$ cat config.mk
export PLATFORM = sky130hd
export DESIGN_NAME = axis_merge
export DESIGN_NICKNAME = d
export VERILOG_FILES = /design/src/rtl/ep2_axis_pkg.sv /design/src/rtl/axis_skid_buffer.sv /design/src/rtl/axis_merge.sv
export SDC_FILE = /design/constraint.sdc
export NUM_CORES = 1
export LEC_CHECK = 0
export BUFFER_PORTS_ARGS = -buffer_cell sky130_fd_sc_hd__buf_2
export CORE_MARGIN = 2
export CORE_UTILIZATION = 41
export CTS_CLUSTER_DIAMETER = 150
export DETAILED_ROUTE_END_ITERATION = 8
export PLACE_DENSITY_LB_ADDON = 0.2
export SLEW_MARGIN = 20
export SYNTH_ARGS = -nofsm -noshare
export SYNTH_HDL_FRONTEND = slang
export SYNTH_SLANG_ARGS = --single-unit
$ cat constraint.sdc
create_clock -name clk -period 5 [get_ports clk]
set_input_delay 1.5 -clock clk [delete_from_list [all_inputs] [get_ports clk]]
set_output_delay 1.5 -clock clk [all_outputs]
set_load 0.1 [all_outputs]
$ cat src/rtl/ep2_axis_pkg.sv
// Shared AXI-Stream merge types: arbiter FSM states and the round-robin grant helper.
package ep2_axis_pkg;

  localparam int MAX_SRC   = 16;
  localparam int SRC_IDX_W = $clog2(MAX_SRC);

  typedef enum logic {
    IDLE,
    LOCKED
  } merge_state_t;

  typedef struct packed {
    logic                 found;
    logic [SRC_IDX_W-1:0] idx;
  } rr_grant_t;

  // Scan last+1, last+2, ... with wrap at n; the nearest valid source wins.
  function automatic rr_grant_t rr_next(
    input logic [MAX_SRC-1:0]   vld,
    input logic [SRC_IDX_W-1:0] last,
    input int                   n
  );
    rr_grant_t r;
    int c;
    r = '0;
    for (int i = MAX_SRC; i >= 1; i--) begin
      if (i <= n) begin
        c = (int'(last) + i) % n;
        if (vld[c[SRC_IDX_W-1:0]]) begin
          r.found = 1'b1;
          r.idx   = c[SRC_IDX_W-1:0];
        end
      end
    end
    return r;
  endfunction

endpackage

$ cat src/rtl/axis_skid_buffer.sv
// Generic 2-entry register slice: output register plus overflow register.
module axis_skid_buffer #(
  parameter int W = 8
) (
  input  logic         clk,
  input  logic         rst,
  input  logic [W-1:0] i_data,
  input  logic         i_valid,
  output logic         o_ready,
  output logic [W-1:0] o_data,
  output logic         o_valid,
  input  logic         i_ready
);

  logic [W-1:0] r_out;
  logic [W-1:0] r_skid;
  logic         r_out_vld;
  logic         r_skid_vld;
  logic         w_push;
  logic         w_pop;

  // Ready comes straight from a flop, so downstream ready never reaches upstream.
  assign o_ready = ~r_skid_vld;
  assign w_push  = i_valid & o_ready;
  assign w_pop   = r_out_vld & i_ready;
  assign o_data  = r_out;
  assign o_valid = r_out_vld;

  always_ff @(posedge clk) begin
    if (!rst) begin
      r_out      <= '0;
      r_skid     <= '0;
      r_out_vld  <= 1'b0;
      r_skid_vld <= 1'b0;
    end else if (r_skid_vld) begin
      if (w_pop) begin
        r_out      <= r_skid;
        r_skid_vld <= 1'b0;
      end
    end else if (w_push) begin
      if (!r_out_vld || w_pop) begin
        r_out     <= i_data;
        r_out_vld <= 1'b1;
      end else begin
        r_skid     <= i_data;
        r_skid_vld <= 1'b1;
      end
    end else if (w_pop) begin
      r_out_vld <= 1'b0;
    end
  end

endmodule

$ cat src/rtl/axis_merge.sv
// N-to-1 AXI-Stream merge with round-robin, frame-locked arbitration.
// Define AXIS_MERGE_SRCID_EN to add m_axis_out_tid (originating source index).
module axis_merge
  import ep2_axis_pkg::*;
#(
  parameter int DATA_WIDTH   = 16,
  parameter int IF_STREAM    = 1,
  parameter int KEEP_WIDTH   = IF_STREAM ? DATA_WIDTH / 8 : 1,
  parameter int SOURCE_COUNT = 2
) (
  input  logic                             clk,
  input  logic                             rst,
  input  logic [SOURCE_COUNT*DATA_WIDTH-1:0] s_axis_in_tdata,
  input  logic [SOURCE_COUNT*KEEP_WIDTH-1:0] s_axis_in_tkeep,
  input  logic [SOURCE_COUNT-1:0]          s_axis_in_tvalid,
  input  logic [SOURCE_COUNT-1:0]          s_axis_in_tlast,
  output logic [SOURCE_COUNT-1:0]          s_axis_in_tready,
  output logic [DATA_WIDTH-1:0]            m_axis_out_tdata,
  output logic [KEEP_WIDTH-1:0]            m_axis_out_tkeep,
  output logic                             m_axis_out_tvalid,
  input  logic                             m_axis_out_tready,
  output logic                             m_axis_out_tlast
`ifdef AXIS_MERGE_SRCID_EN
  ,
  output logic [$clog2(SOURCE_COUNT)-1:0]  m_axis_out_tid
`endif
);

  localparam int SIW = $clog2(SOURCE_COUNT);
  localparam int BW  = DATA_WIDTH + KEEP_WIDTH + 1;
`ifdef AXIS_MERGE_SRCID_EN
  localparam int PW  = BW + SIW;
`else
  localparam int PW  = BW;
`endif

  merge_state_t    r_state;
  logic [SIW-1:0]  r_grant;
  logic [SIW-1:0]  r_last_grant;

  rr_grant_t       w_rr;
  logic [SIW-1:0]  w_gnt;
  logic            w_gnt_vld;
  logic            w_skid_rdy;
  logic            w_acc;
  logic [DATA_WIDTH-1:0] w_sel_data;
  logic [KEEP_WIDTH-1:0] w_sel_keep;
  logic            w_sel_last;
  logic [PW-1:0]   w_in;
  logic [PW-1:0]   w_out;

  assign w_rr = rr_next(MAX_SRC'(s_axis_in_tvalid),
                        SRC_IDX_W'(r_last_grant), SOURCE_COUNT);

  // A locked frame owner ignores every other source, even while stalled.
  assign w_gnt     = (r_state == LOCKED) ? r_grant : w_rr.idx[SIW-1:0];
  assign w_gnt_vld = (r_state == LOCKED) | w_rr.found;

  always_comb begin
    s_axis_in_tready = '0;
    if (rst && w_gnt_vld && w_skid_rdy)
      s_axis_in_tready[w_gnt] = 1'b1;
  end

  assign w_acc      = |(s_axis_in_tvalid & s_axis_in_tready);
  assign w_sel_data = s_axis_in_tdata[int'(w_gnt)*DATA_WIDTH +: DATA_WIDTH];
  assign w_sel_keep = (IF_STREAM != 0) ?
                      s_axis_in_tkeep[int'(w_gnt)*KEEP_WIDTH +: KEEP_WIDTH] : '1;
  assign w_sel_last = (IF_STREAM != 0) ? s_axis_in_tlast[w_gnt] : 1'b1;

  always_ff @(posedge clk) begin
    if (!rst) begin
      r_state      <= IDLE;
      r_grant      <= '0;
      r_last_grant <= SIW'(SOURCE_COUNT - 1);
    end else if (w_acc) begin
      if (w_sel_last) begin
        r_state      <= IDLE;
        r_last_grant <= w_gnt;
      end else begin
        r_state <= LOCKED;
        r_grant <= w_gnt;
      end
    end
  end

`ifdef AXIS_MERGE_SRCID_EN
  assign w_in = {w_gnt, w_sel_last, w_sel_keep, w_sel_data};
  assign m_axis_out_tid = w_out[PW-1 -: SIW];
`else
  assign w_in = {w_sel_last, w_sel_keep, w_sel_data};
`endif

  assign {m_axis_out_tlast, m_axis_out_tkeep, m_axis_out_tdata} = w_out[BW-1:0];

  axis_skid_buffer #(
    .W(PW)
  ) u_skid (
    .clk     (clk),
    .rst     (rst),
    .i_data  (w_in),
    .i_valid (w_acc),
    .o_ready (w_skid_rdy),
    .o_data  (w_out),
    .o_valid (m_axis_out_tvalid),
    .i_ready (m_axis_out_tready)
  );

endmodule

# ---- Word-level counts from Yosys, hierarchy flattened
# Index checks and enable logic that the tools add are counted.
dict set report totals {
  reg_bits 43
  in_bits 43
  output_inout_bits 22
  word_cells 64
}
dict set report classes {
  add_sub_neg 2
  n_lt_le_gt_ge 4
  eq_ne 2
  shift 2
  n_mux 24
  n_bitwise 9
  reduce_logical 14
}
# op count
set op_table {}
lappend op_table {{two-way mux 19 bit} 4}
lappend op_table {{variable part select 32 x 6 -> 16 bit} 1}
lappend op_table {{two-way mux 1 bit} 14}
lappend op_table {{< comparator 4 x 5 -> 1 bit (second input constant)} 2}
lappend op_table {{two-way mux 5 bit} 2}
lappend op_table {{AND reduction 3 bit} 3}
lappend op_table {{nonzero test 2 bit} 3}
lappend op_table {{binary-select mux 1 bit (select 2 bit)} 2}
lappend op_table {{!= test 2 bit (second input constant)} 2}
lappend op_table {{AND reduction 2 bit} 2}
lappend op_table {{variable part select 4 x 3 -> 2 bit} 1}
lappend op_table {{logical AND 1 bit} 3}
lappend op_table {{inverter 1 bit} 3}
lappend op_table {{adder 1 bit (second input constant)} 2}
lappend op_table {{bitwise AND 1 bit} 2}
lappend op_table {{bitwise AND 1 bit (first input constant)} 2}
lappend op_table {{bitwise AND 2 bit} 1}
lappend op_table {{< comparator 1 x 2 -> 1 bit (second input constant)} 1}
lappend op_table {{two-way mux 2 bit} 1}
lappend op_table {{OR reduction 2 bit} 1}
lappend op_table {{demux 1 bit (select 1 bit)} 1}
lappend op_table {{>= comparator 1 bit (second input constant)} 1}
lappend op_table {{zero test 1 bit} 1}
lappend op_table {{logical OR 1 bit} 1}
lappend op_table {{OR 1 bit} 1}

# ---- Longest topological paths before layout
# Gate-level depths: netlist (run 1).
dict set report depth {
  ltp_word 17
  depth_mapped 6
  depth_no_buf 4
}

# ---- Modules after synthesis
# Synthesis (run 1) repeated with hierarchy kept, for this count alone.
dict set report hier_totals {
  hier_cells 232
  area_unflattened_um2 2215.9
}
# mod n_inst cells_per_inst area_per_inst_um2 seq_area_each_um2
set by_module_without_submodules {}
lappend by_module_without_submodules {axis_skid_buffer 1 185 1749.2 800.8}
lappend by_module_without_submodules {axis_merge 1 47 466.7 60.1}

# ---- Worst setup path before layout (run 1)
# No wires, ideal clock.
dict set report synth_path {
  path_type {input port to output port}
  start {input s_axis_in_tvalid[1]}
  end {output s_axis_in_tready[0]}
  t_arrival_ps 3500
  required_time_ps 3500
  path_slack_ps 0
  path_stages 5
  path_buffers 2
  path_cell_list {nor2b_2 a22o_1 buf_2 buf_2 nor2_1}
}
dict set report synth_between {
  elab_chain_cells 10
  elab_cells_between_ends 16
  classes_between {order compare: 2; mux: 10; bitwise: 1; reduce/logical: 3}
}
# item line
set synth_rtl {}
lappend synth_rtl {{start, declared} axis_merge.sv:15} ;# input logic [SOURCE_COUNT-1:0] s_axis_in_tvalid,
lappend synth_rtl {{binary-select mux 1 bit (select 2 bit)} ep2_axis_pkg.sv:29} ;# if (vld[c[SRC_IDX_W-1:0]]) begin
lappend synth_rtl {{two-way mux 1 bit (implied by the code)} ep2_axis_pkg.sv:29}
lappend synth_rtl {{two-way mux 5 bit} ep2_axis_pkg.sv:29}
lappend synth_rtl {{two-way mux 5 bit (*)} ep2_axis_pkg.sv:29}
lappend synth_rtl {{two-way mux 1 bit} axis_merge.sv:56} ;# assign w_gnt = (r_state == LOCKED) ? r_grant : w_rr.idx[SIW-1:0];
lappend synth_rtl {{< comparator 1 x 2 -> 1 bit (implied by the code) / >= comparator 1 bit (equally long branches)} axis_merge.sv:62} ;# s_axis_in_tready[w_gnt] = 1'b1;
lappend synth_rtl {{logical AND 1 bit (implied by the code)} axis_merge.sv:62}
lappend synth_rtl {{two-way mux 1 bit (implied by the code)} axis_merge.sv:62}
lappend synth_rtl {{demux 1 bit (select 1 bit)} axis_merge.sv:62}
lappend synth_rtl {{two-way mux 2 bit (*)} axis_merge.sv:61} ;# if (rst && w_gnt_vld && w_skid_rdy)
lappend synth_rtl {{end, declared} axis_merge.sv:17} ;# output logic [SOURCE_COUNT-1:0] s_axis_in_tready,
# Every way passes the cells marked *; elsewhere a longest branch is shown, timed or not. The select of a mux whose other input is x is not followed.

# ---- Worst setup path in the final report (run 1)
dict set report layout_path {
  start {input rst}
  end {output s_axis_in_tready[1]}
}
dict set report layout_between {
  elab_chain_cells 3
}
# item line
set layout_rtl {}
lappend layout_rtl {{start, declared} axis_merge.sv:12} ;# input logic rst,
lappend layout_rtl {{logical AND 1 bit (2 in a row)} axis_merge.sv:61}
lappend layout_rtl {{two-way mux 2 bit} axis_merge.sv:61}
# No other way between the ends.

==> results of run 1 <==
==> layout make-up <==
cell class | count | area [um^2] | share of cell area [%]
multi-input cells | 191 | 1151 | 44.00
flip-flops and latches | 43 | 860.8 | 32.90
repair buffers | 68 | 350.3 | 13.39
well taps | 70 | 87.58 | 3.348
clock buffers | 6 | 82.58 | 3.156
inverters | 21 | 78.83 | 3.013
clock inverters | 1 | 5.005 | 0.1913
==> power breakdown <==
part | switching [W] | total [W] | leakage (nW) | internal (W)
clock network | 0.000118 | 0.000227 | 0.0470 | 0.000109
logic | 0.000246 | 0.000323 | 0.718 | 0.0000765
registers | 0.0000179 | 0.000387 | 0.352 | 0.000369
==> cells in the final DEF, fill, tap and decap left out, types with 3 or more instances in the layout <==
master    instances
clkbuf_8          6
nand2_1          46
inv_1            21
buf_2            64
a21oi_1           3
buf_4             4
nand2b_1          3
o32ai_1          19
a31oi_1          19
o21ai_0          19
dfxtp_1          43
and2_1           19
nor2_1           25
a221oi_1         19
==> state kept, by name, summed over array words and instances (netlist names) <==
signal	count
u_skid.o_data	19
u_skid.r_skid	19
r_grant	1
r_last_grant	1
r_state	1
u_skid.o_valid	1
u_skid.r_skid_vld	1
==> cells by family (layout without fill, tap and decap cells) <==
family / Yosys count / after routing / synth area share [%]
buffers and inverters: 44 / 96 / 8.805
and+or+nand+nor: 96 / 96 / 19.38
DFF: 43 / 43 / 39.34
AOI/OAI and AO/OA: 94 / 94 / 32.02
muxes: 1 / 1 / 0.4574
==> worst min path at each step <==
stage,start,endpoint,slack [ps],depth (start not counted)
detailed placement,u_skid.o_data[12]$_SDFFE_PN0P_,u_skid.o_data[12]$_SDFFE_PN0P_,440,2
floorplan,r_last_grant$_SDFFE_PN1P_,r_last_grant$_SDFFE_PN1P_,460,2
global route,u_skid.o_data[16]$_SDFFE_PN0P_,u_skid.o_data[16]$_SDFFE_PN0P_,480,2
global placement,u_skid.o_data[12]$_SDFFE_PN0P_,u_skid.o_data[12]$_SDFFE_PN0P_,440,2
finish,u_skid.o_data[12]$_SDFFE_PN0P_,u_skid.o_data[12]$_SDFFE_PN0P_,460,2
CTS,u_skid.o_data[12]$_SDFFE_PN0P_,u_skid.o_data[12]$_SDFFE_PN0P_,460,2
==> worst max-delay path, cell delays in order <==
cell and delay [ps]:
buf_2 380, o311ai_0 280, nor2_1 140, buf_2 430
==> per-layer routing <==
layer | wire (um) | vias to the layer above
met5 | 0 | -
met4 | 97 | 0
met3 | 296 | 10
met2 | 2769 | 66
met1 | 2637 | 1063
li1 | - | 1107
==> metrics by stage <==
step	utilization (%)	area (um^2)
finish	50.90	2616
global route	50.90	2616
CTS	50.90	2616
detailed placement	49.20	2529
global placement	49.20	2529
floorplan	-	2188
==> reports/metrics.yaml, run 1 <==
outcome: "completed"
wl_um: 5802
hold_buffers: 0
period_share_pct: 84.58
wl_per_cell_um: 14.51
post_cts_resized: 0
dp_hpwl_um: 3767
route.detailed.drc: 0
hold_viol: 0
grt_use_met1_pct: 25.71
synth.distinct_cells: 34
slew_headroom_pct: 32.91
dr.pass1.iters: 4
worstSetupPathType: "input port to output port"
clock_path_buffers: 2
fin_hold_ws_ps: 455.6
p_per_area_nw_per_um2: 357.9
cts_made_buffers: 5
yosysTopAreaCellShare_pct: 39.34
cp-end-kind: "output port"
htreeDepth: 2
nets: 373
met3_usage_pct: 3.882
n_fill_cell: 531
clock-sinks: 43
yosysMostFrequentCell: "nand2_1"
gp_congestion: 0.8229
antenna_left: 0
syn_nets: 321
core_um2: 5140
grt_start_max_net_pins: 43
post-route-min-period_ps: 4229
drive_gt1_share_pct: 24.85
cap_viol_max_count: 0
die_area_um2: 5937
path_max_fanout: 29
reg2reg_depth: 4
synth_top_area_cell: "dfxtp_1"
port_buffers: 64
io_pins: 65
hp-class: "register to register"
p_leak_nw: 1.116
regToRegEndpoint: "u_skid.o_data[11]$_SDFFE_PN0P_"
use_met2_pct: 34.82
vias: 2246
cts_setup_buffers: 0
top_usage_layer: "met2"
cts_tree: "built"
rows: 26
syn_area_um2: 2188
grt_setup_unrepaired: "no"
drv_slew: 0
yosysSeqAreaShare_pct: 39.34
ys.flop_type: "dfxtp_1"
cp-start-kind: "input port"
clkLatencyLatePin_ps: 290
grt_pass1_vias: 2125
antenna_found_initial: 0
synthTopCellsByArea: "dfxtp_1 39%, nand2_1 7.9%, a221oi_1 7.6%"
overflow: 0
start_util_pct: 42.58
grt_pass1_wl_um: 9942
postSynthCellCount: 278
clock_skew_ps: 5.136
place_ws_ps: 787.5
drtIter0Drc: 149
dp_cells: 393
setup_viol: 0
ys_ff_latch: 43
area_growth_pct: 19.55
crit_start: "rst"
die_w_um: 77.06
cp.arrival_ps: 2730
synth-edff-count: 0
synth.avg_cell_area_um2: 7.872
crit_required_ps: 3500
fmax_mhz: 236.5
setup_ws_ps: 770.9
crit_end: "s_axis_in_tready[1]"
die_h_um: 77.06
finalPower_w: 0.0009365
fin_cells: 400
synth_commonest_cells: "46 x nand2_1, 43 x dfxtp_1, 25 x nor2_1, 21 x inv_1"
grt_usage_pct: 20.48
r2r_slack_ps: 2450
r2r-start: "u_skid.r_skid_vld$_SDFF_PN0_"
n_antenna_cell: 0
yosys_warnings: 0
ctsRootBufferMaster: "clkbuf_8"
ir_drop_mv: 0.1494
ys_async_sr_fraction_pct: 0
worstMarginPinSlew_ps: 1006
fin_setup_tns_ps: 0
avgViaCountPerCell: 5.615
path_clk_slew_ps: 80
Note: power is estimated with default switching activity, not from simulation.
==> run 2, diff against run 1 <==
Settings changed: ABC_AREA from default to 1.
Clock period 5 ns to 3.5 ns, I/O delays scaled along.
==> reports/metrics.yaml, run 2 <==
cap_viol_max_count: 0  # unchanged
layout_commonest_cell: "nand2_1"
path_max_fanout: 3  # -90%
start_util_pct: 42.33  # -0.24 points
grt_usage_pct: 18.20  # -2.3 points
ctsRootBufferMaster: "clkbuf_8"
die_h_um: 79.40  # +3.0%
crit_family: "buffers and inverters"
clock-sinks: 43  # unchanged
outcome: "completed"
syn_area_um2: 2331  # +6.5%
cp.arrival_ps: 1820  # -910 ps
grt_start_max_net_pins: 39  # -9.3%
design_area_um2: 2820  # +7.8%
internal-power_w: 0.0008880  # +60%
cpMaxStageDelayCell: "buf_12"
postSynthCellCount: 376  # +35%
slowest_delay_ps: 180  # -250 ps
yosysTopAreaCellShare_pct: 36.93  # -2.4 points
yosysSeqAreaShare_pct: 36.93  # -2.4 points
setup_viol: 0  # unchanged
yosys_warnings: 0  # unchanged
cp-start-kind: "input port"
ir_drop_mv: 0.2051  # +37%
route.detailed.drc: 0  # unchanged
wl_per_cell_um: 10.47  # -28%
clock_skew_ps: 4.912  # -0.2241 ps
clock_path_buffers: 2  # unchanged
dp_cells: 496  # +26%
htreeDepth: 2  # unchanged
dp_hpwl_um: 3623  # -3.8%
synth-edff-count: 0  # unchanged
io_pins: 65  # unchanged
ys_async_sr_fraction_pct: 0  # unchanged
drive_gt1_share_pct: 20.60  # -4.2 points
power_frac_comb_pct: 27.7  # -6.7 points
vias: 2366  # +5.3%
hp-class: "register to register"
antenna_found_initial: 0  # unchanged
postPlaceCellArea_um2: 2688  # +6.3%
gp_congestion: 0.7882  # -4.2%
hold_viol: 0  # unchanged
path_clk_slew_ps: 80  # about the same
avgViaCountPerCell: 4.694  # -16%
ys.flop_type: "dfxtp_1"
crit_buf_inv: 3  # +1
crit_top_cell: "nand2_1"
ys_ff_latch: 43  # unchanged
yosysMostFrequentCell: "nand2_1"
grt_pass1_wl_um: 9142  # -8.0%
slew_headroom_pct: 67.24  # +34 points
antenna_left: 0  # unchanged
drtIter0Drc: 121  # -19%
grt_setup_unrepaired: "no"
drv_slew: 0  # unchanged
cp-end-kind: "output port"
cts_setup_buffers: 0  # unchanged
nets: 474  # +27%
r2r_slack_ps: 1570  # -880 ps
rows: 27  # +3.8%
period_share_pct: 81.87
synth.distinct_cells: 23  # -32%
hold_buffers: 0  # unchanged
synth_commonest_cells: "108 x nand2_1, 55 x nor2_1, 48 x inv_1, 43 x dfxtp_1, 26 x nand3_1"
fin_setup_tns_ps: 0  # unchanged
wl_um: 5277  # -9.0%
synth.avg_cell_area_um2: 6.199  # -21%
cts_tree: "built"
crit_required_ps: 2450  # -1050 ps
p_sw_share_pct: 34.97  # -5.8 points
p_leak_nw: 1.430  # +28%
synth_top_area_cell: "dfxtp_1"
fin_cells: 504  # +26%
sequentialPowerShare_pct: 38.7  # -2.6 points
die_area_um2: 6304  # +6.2%
core_um2: 5507  # +7.1%
cts_made_buffers: 5  # unchanged
worstSetupPathType: "input port to output port"
synthTopCellsByArea: "dfxtp_1 37%, nand2_1 17%, nor2_1 8.9%"
p_clk_share_pct: 33.6  # +9.4 points
dr.pass1.iters: 4  # unchanged
finalPower_w: 0.001366  # +46%
clkLatencyLatePin_ps: 300  # about the same
switching_power_w: 0.0004776  # +25%
port_buffers: 64  # unchanged
n_antenna_cell: 0  # unchanged
fmax_mhz: 349.0
post-route-min-period_ps: 2865
grt_pass1_vias: 2061  # -3.0%
area_growth_pct: 20.99
cp_cell_sequence: "buf_2 > nand2_1 > nand3_2 > nand2_2 > nand2_1 > inv_1 > buf_12"
final_cell_mix: "108 x nand2_1, 62 x buf_2, 54 x nor2_1"
overflow: 0  # unchanged
p_per_area_nw_per_um2: 484.2  # +35%
post_cts_resized: 0  # unchanged
die_w_um: 79.40  # +3.0%
worstMarginPinSlew_ps: 494.8  # -511.6 ps
syn_nets: 419  # +31%
[run 2: changes by cell type in the layout (fill, tap and decap cells not counted), moves of 6 or more]
cell | before | now
a21oi_1 | 3 | 25
and2_1 | 19 | 0
nand2_1 | 46 | 108
nand3_1 | 1 | 26
o32ai_1 | 19 | 0
o21ai_1 | 1 | 10
a221oi_1 | 19 | 0
nor2_1 | 25 | 54
o21ai_0 | 19 | 25
a31oi_1 | 19 | 0
inv_1 | 21 | 48
[run 2: layout make-up]
type	count	area [um^2]
Fill cell	623	2686
Tap cell	72	90.09
Inverter	50	187.7
Multi-Input combinational cell	261	1154
Clock buffer	6	72.57
Sequential cell	43	860.8
Clock inverter	2	60.06
Timing Repair Buffer	70	395.4
[run 2: worst paths after layout]
kind	to	depth (start not counted)	startpoint
max	s_axis_in_tready[1]	7	s_axis_in_tvalid[0]
min	u_skid.r_skid[18]$_SDFFE_PN0P_	2	u_skid.r_skid[18]$_SDFFE_PN0P_
max reg2reg	u_skid.o_data[17]$_SDFFE_PN0P_	8	r_state$_SDFFE_PN0P_
min reg2reg	u_skid.r_skid[18]$_SDFFE_PN0P_	2	u_skid.r_skid[18]$_SDFFE_PN0P_
[run 2: logic make-up (layout without fill, tap and decap cells)]
logic type	count (synthesis)	count (layout)	synth area share, %
AO/OA/AOI/OAI	63	63	14.28
AND/OR/NAND/NOR	198	198	35.10
buffers and inverters	72	128	13.69
flip-flops	43	43	36.93
[run 2: worst min-delay path, stage by stage (launching register included)]
cell	delay, ps
dfxtp_1	320
nand2_1	60
a21oi_1	50
[run 2: metrics by stage]
| step | utilization [%] | setup WS, ps | hold WS (ps) |
|---|---|---|---|
| floorplan | - | 184.1 | 439.4 |
| global placement | 48.81 | 649.7 | 453.4 |
| detailed placement | 48.81 | 629.1 | 453.8 |
| CTS | 51.22 | 627.8 | 466.9 |
| global route | 51.22 | 552.9 | 490.0 |
| finish | 51.22 | 634.6 | 469.7 |
[run 2: power groups by stage]
stage / Combinational, W / Clock (W) / Sequential (W)
floorplan: 0.000158 / 0 / 0.000689
global placement: 0.000378 / 0 / 0.000539
detailed placement: 0.000381 / 0 / 0.000540
CTS: 0.000381 / 0.000471 / 0.000528
global route: 0.000416 / 0.000486 / 0.000531
finish: 0.000379 / 0.000459 / 0.000528
[run 2: routing by layer]
layer | vias up | global-route usage (%) | wire length [um]
li1 | 1271 | - | -
met1 | 1031 | 23.81 | 2572
met2 | 58 | 28.98 | 2343
met3 | 6 | 4.864 | 290
met4 | 0 | 6.207 | 70
met5 | - | 0 | 0
==> run 3, diff against run 2 <==
Clock period 3.5 ns to 2.5 ns, I/O delays scaled along.
==> reports/metrics.yaml, run 3 (synthesized netlist as in run 2, its figures left out) <==
worstSetupPathType: "input port to output port"
clkLatencyLatePin_ps: 300  # about the same
core_um2: 5507  # unchanged
outcome: "completed"
wl_um: 5283  # +0.11%
cpMaxStageDelayCell: "buf_12"
clock_skew_ps: 11.51  # +6.602 ps
ir_drop_mv: 0.3170  # +55%
design_area_um2: 2853  # +1.2%
clock-sinks: 43  # unchanged
drv_slew: 0  # unchanged
path_max_fanout: 5  # +2
antenna_left: 0  # unchanged
hold_viol: 0  # unchanged
power_frac_comb_pct: 28.0  # +0.3 points
antenna_found_initial: 0  # unchanged
worstMarginPinSlew_ps: 506.8  # +12.01 ps
dp_hpwl_um: 3675  # +1.4%
htreeDepth: 2  # unchanged
slew_headroom_pct: 66.45  # -0.79 points
hold_buffers: 0  # unchanged
cp.arrival_ps: 1590  # -230 ps
switching_power_w: 0.0006707  # +40%
cap_viol_max_count: 0  # unchanged
layout_commonest_cell: "nand2_1"
final_cell_mix: "108 x nand2_1, 62 x buf_2, 54 x nor2_1"
p_per_area_nw_per_um2: 672.2  # +39%
slowest_delay_ps: 160  # -20 ps
grt_start_max_net_pins: 39  # unchanged
regToRegEndpoint: "u_skid.r_skid[18]$_SDFFE_PN0P_"
die_w_um: 79.40  # unchanged
r2r_slack_ps: 810  # -760 ps
clock_path_buffers: 2  # unchanged
drive_gt1_share_pct: 21.25  # +0.65 points
rows: 27  # unchanged
io_pins: 65  # unchanged
finalPower_w: 0.001918  # +40%
drtIter0Drc: 142  # +17%
cts_made_buffers: 5  # unchanged
period_share_pct: 93.49
post_cts_resized: 0  # unchanged
crit_end: "s_axis_in_tready[1]"
gp_congestion: 0.7816  # -0.84%
reg2reg_depth: 9  # +1
nets: 475  # +0.21%
overflow: 0  # unchanged
worst-path-stages: 7  # unchanged
n_fill_cell: 590  # -5.3%
p_clk_share_pct: 33.5  # about the same
crit_start: "s_axis_in_tvalid[0]"
crit_top_cell: "nand2_1"
hp-class: "register to register"
setup_viol: 0  # unchanged
avgViaCountPerCell: 4.626  # -1.5%
fin_setup_tns_ps: 0  # unchanged
sequentialPowerShare_pct: 38.5  # -0.2 points
ctsRootBufferMaster: "clkbuf_8"
grt_setup_unrepaired: "no"
place_ws_ps: 159.8  # -469.3 ps
start_util_pct: 42.33  # unchanged
port_buffers: 64  # unchanged
die_area_um2: 6304  # unchanged
grt_usage_pct: 17.91  # -0.28 points
post-route-min-period_ps: 2337
cp-start-kind: "input port"
crit_required_ps: 1750  # -700 ps
crit_family: "simple AND/OR/NAND/NOR gates"
cts_setup_buffers: 0  # unchanged
postPlaceCellArea_um2: 2716  # +1.1%
r2r-start: "r_state$_SDFFE_PN0P_"
dr.pass1.iters: 4  # unchanged
grt_pass1_wl_um: 8942  # -2.2%
p_leak_nw: 1.430  # about the same
fmax_mhz: 427.8
die_h_um: 79.40  # unchanged
path_clk_slew_ps: 80  # about the same
vias: 2336  # -1.3%
setup_ws_ps: 162.7  # -471.9 ps
p_sw_share_pct: 34.97  # about the same
cp_cell_sequence: "buf_2 > nand2_1 > nand3_2 > nand2_2 > nand2_1 > clkinvlp_4 > buf_12"
route.detailed.drc: 0  # unchanged
wl_per_cell_um: 10.46  # about the same
internal-power_w: 0.001247  # +40%
cts_tree: "built"
area_growth_pct: 22.38
crit_buf_inv: 3  # unchanged
cp-end-kind: "output port"
grt_pass1_vias: 1939  # -5.9%
n_antenna_cell: 0  # unchanged
-- run 3: changes by cell type in the layout (fill, tap and decap cells not counted) --
| cell | previous run | this run |
|---|---|---|
| inv_1 | 48 | 47 |
| clkinvlp_4 | 0 | 2 |
| nor2_4 | 0 | 1 |
| nor2_2 | 2 | 1 |
| buf_12 | 2 | 3 |
| clkbuf_1 | 1 | 0 |
-- run 3: how the worst min path moves through the flow --
stage                                    from                             end  cells after the start
2_1_floorplan            r_grant$_SDFFE_PN0P_            r_grant$_SDFFE_PN0P_                      2
3_3_place_gp   u_skid.r_skid[18]$_SDFFE_PN0P_  u_skid.r_skid[18]$_SDFFE_PN0P_                      2
3_5_place_dp    u_skid.r_skid[0]$_SDFFE_PN0P_   u_skid.r_skid[0]$_SDFFE_PN0P_                      2
4_1_cts         u_skid.r_skid[0]$_SDFFE_PN0P_   u_skid.r_skid[0]$_SDFFE_PN0P_                      2
5_1_grt         u_skid.r_skid[0]$_SDFFE_PN0P_   u_skid.r_skid[0]$_SDFFE_PN0P_                      2
6_report        u_skid.r_skid[9]$_SDFFE_PN0P_   u_skid.r_skid[9]$_SDFFE_PN0P_                      2
-- run 3: power groups by stage --
stage | Combinational (W) | Clock [W] | Sequential, W
3_5_place_dp | 0.000540 | 0 | 0.000755
2_1_floorplan | 0.000224 | 0 | 0.000965
3_3_place_gp | 0.000536 | 0 | 0.000754
4_1_cts | 0.000542 | 0.000655 | 0.000739
6_report | 0.000537 | 0.000642 | 0.000738
5_1_grt | 0.000585 | 0.000690 | 0.000744
-- run 3: cell type report --
type	count	area (um^2)	share of cell area, %
multi-input cells	261	1159	40.61
flip-flops and latches	43	860.8	30.18
repair buffers	71	415.4	14.56
inverters	50	191.4	6.711
well taps	72	90.09	3.158
clock buffers	5	68.82	2.412
clock inverters	3	67.56	2.368
-- run 3: per-layer routing --
| layer | wire (um) | vias up | track usage, % | share of wire, % |
|---|---|---|---|---|
| li1 | - | 1273 | - | - |
| met1 | 2577 | 986 | 25.28 | 49 |
| met2 | 2273 | 71 | 26.86 | 43 |
| met3 | 367 | 6 | 3.394 | 6.9 |
| met4 | 64 | 0 | 7.241 | 1.2 |
| met5 | 0 | - | 0 | 0 |
-- run 3: through the flow --
step | util, % | hold WS (ps) | cells
finish | 51.81 | 467.6 | 505
global route | 51.81 | 494.1 | 505
CTS | 51.81 | 469.7 | 505
detailed placement | 49.33 | 458.1 | 497
global placement | 49.33 | 455.3 | 497
floorplan | - | 439.4 | 376
-- run 3: worst min-delay path: cells and delay by family (launching register included) --
family	cells	cell delay, ps
flops	1	320
simple gates	1	60
compound gates	1	50
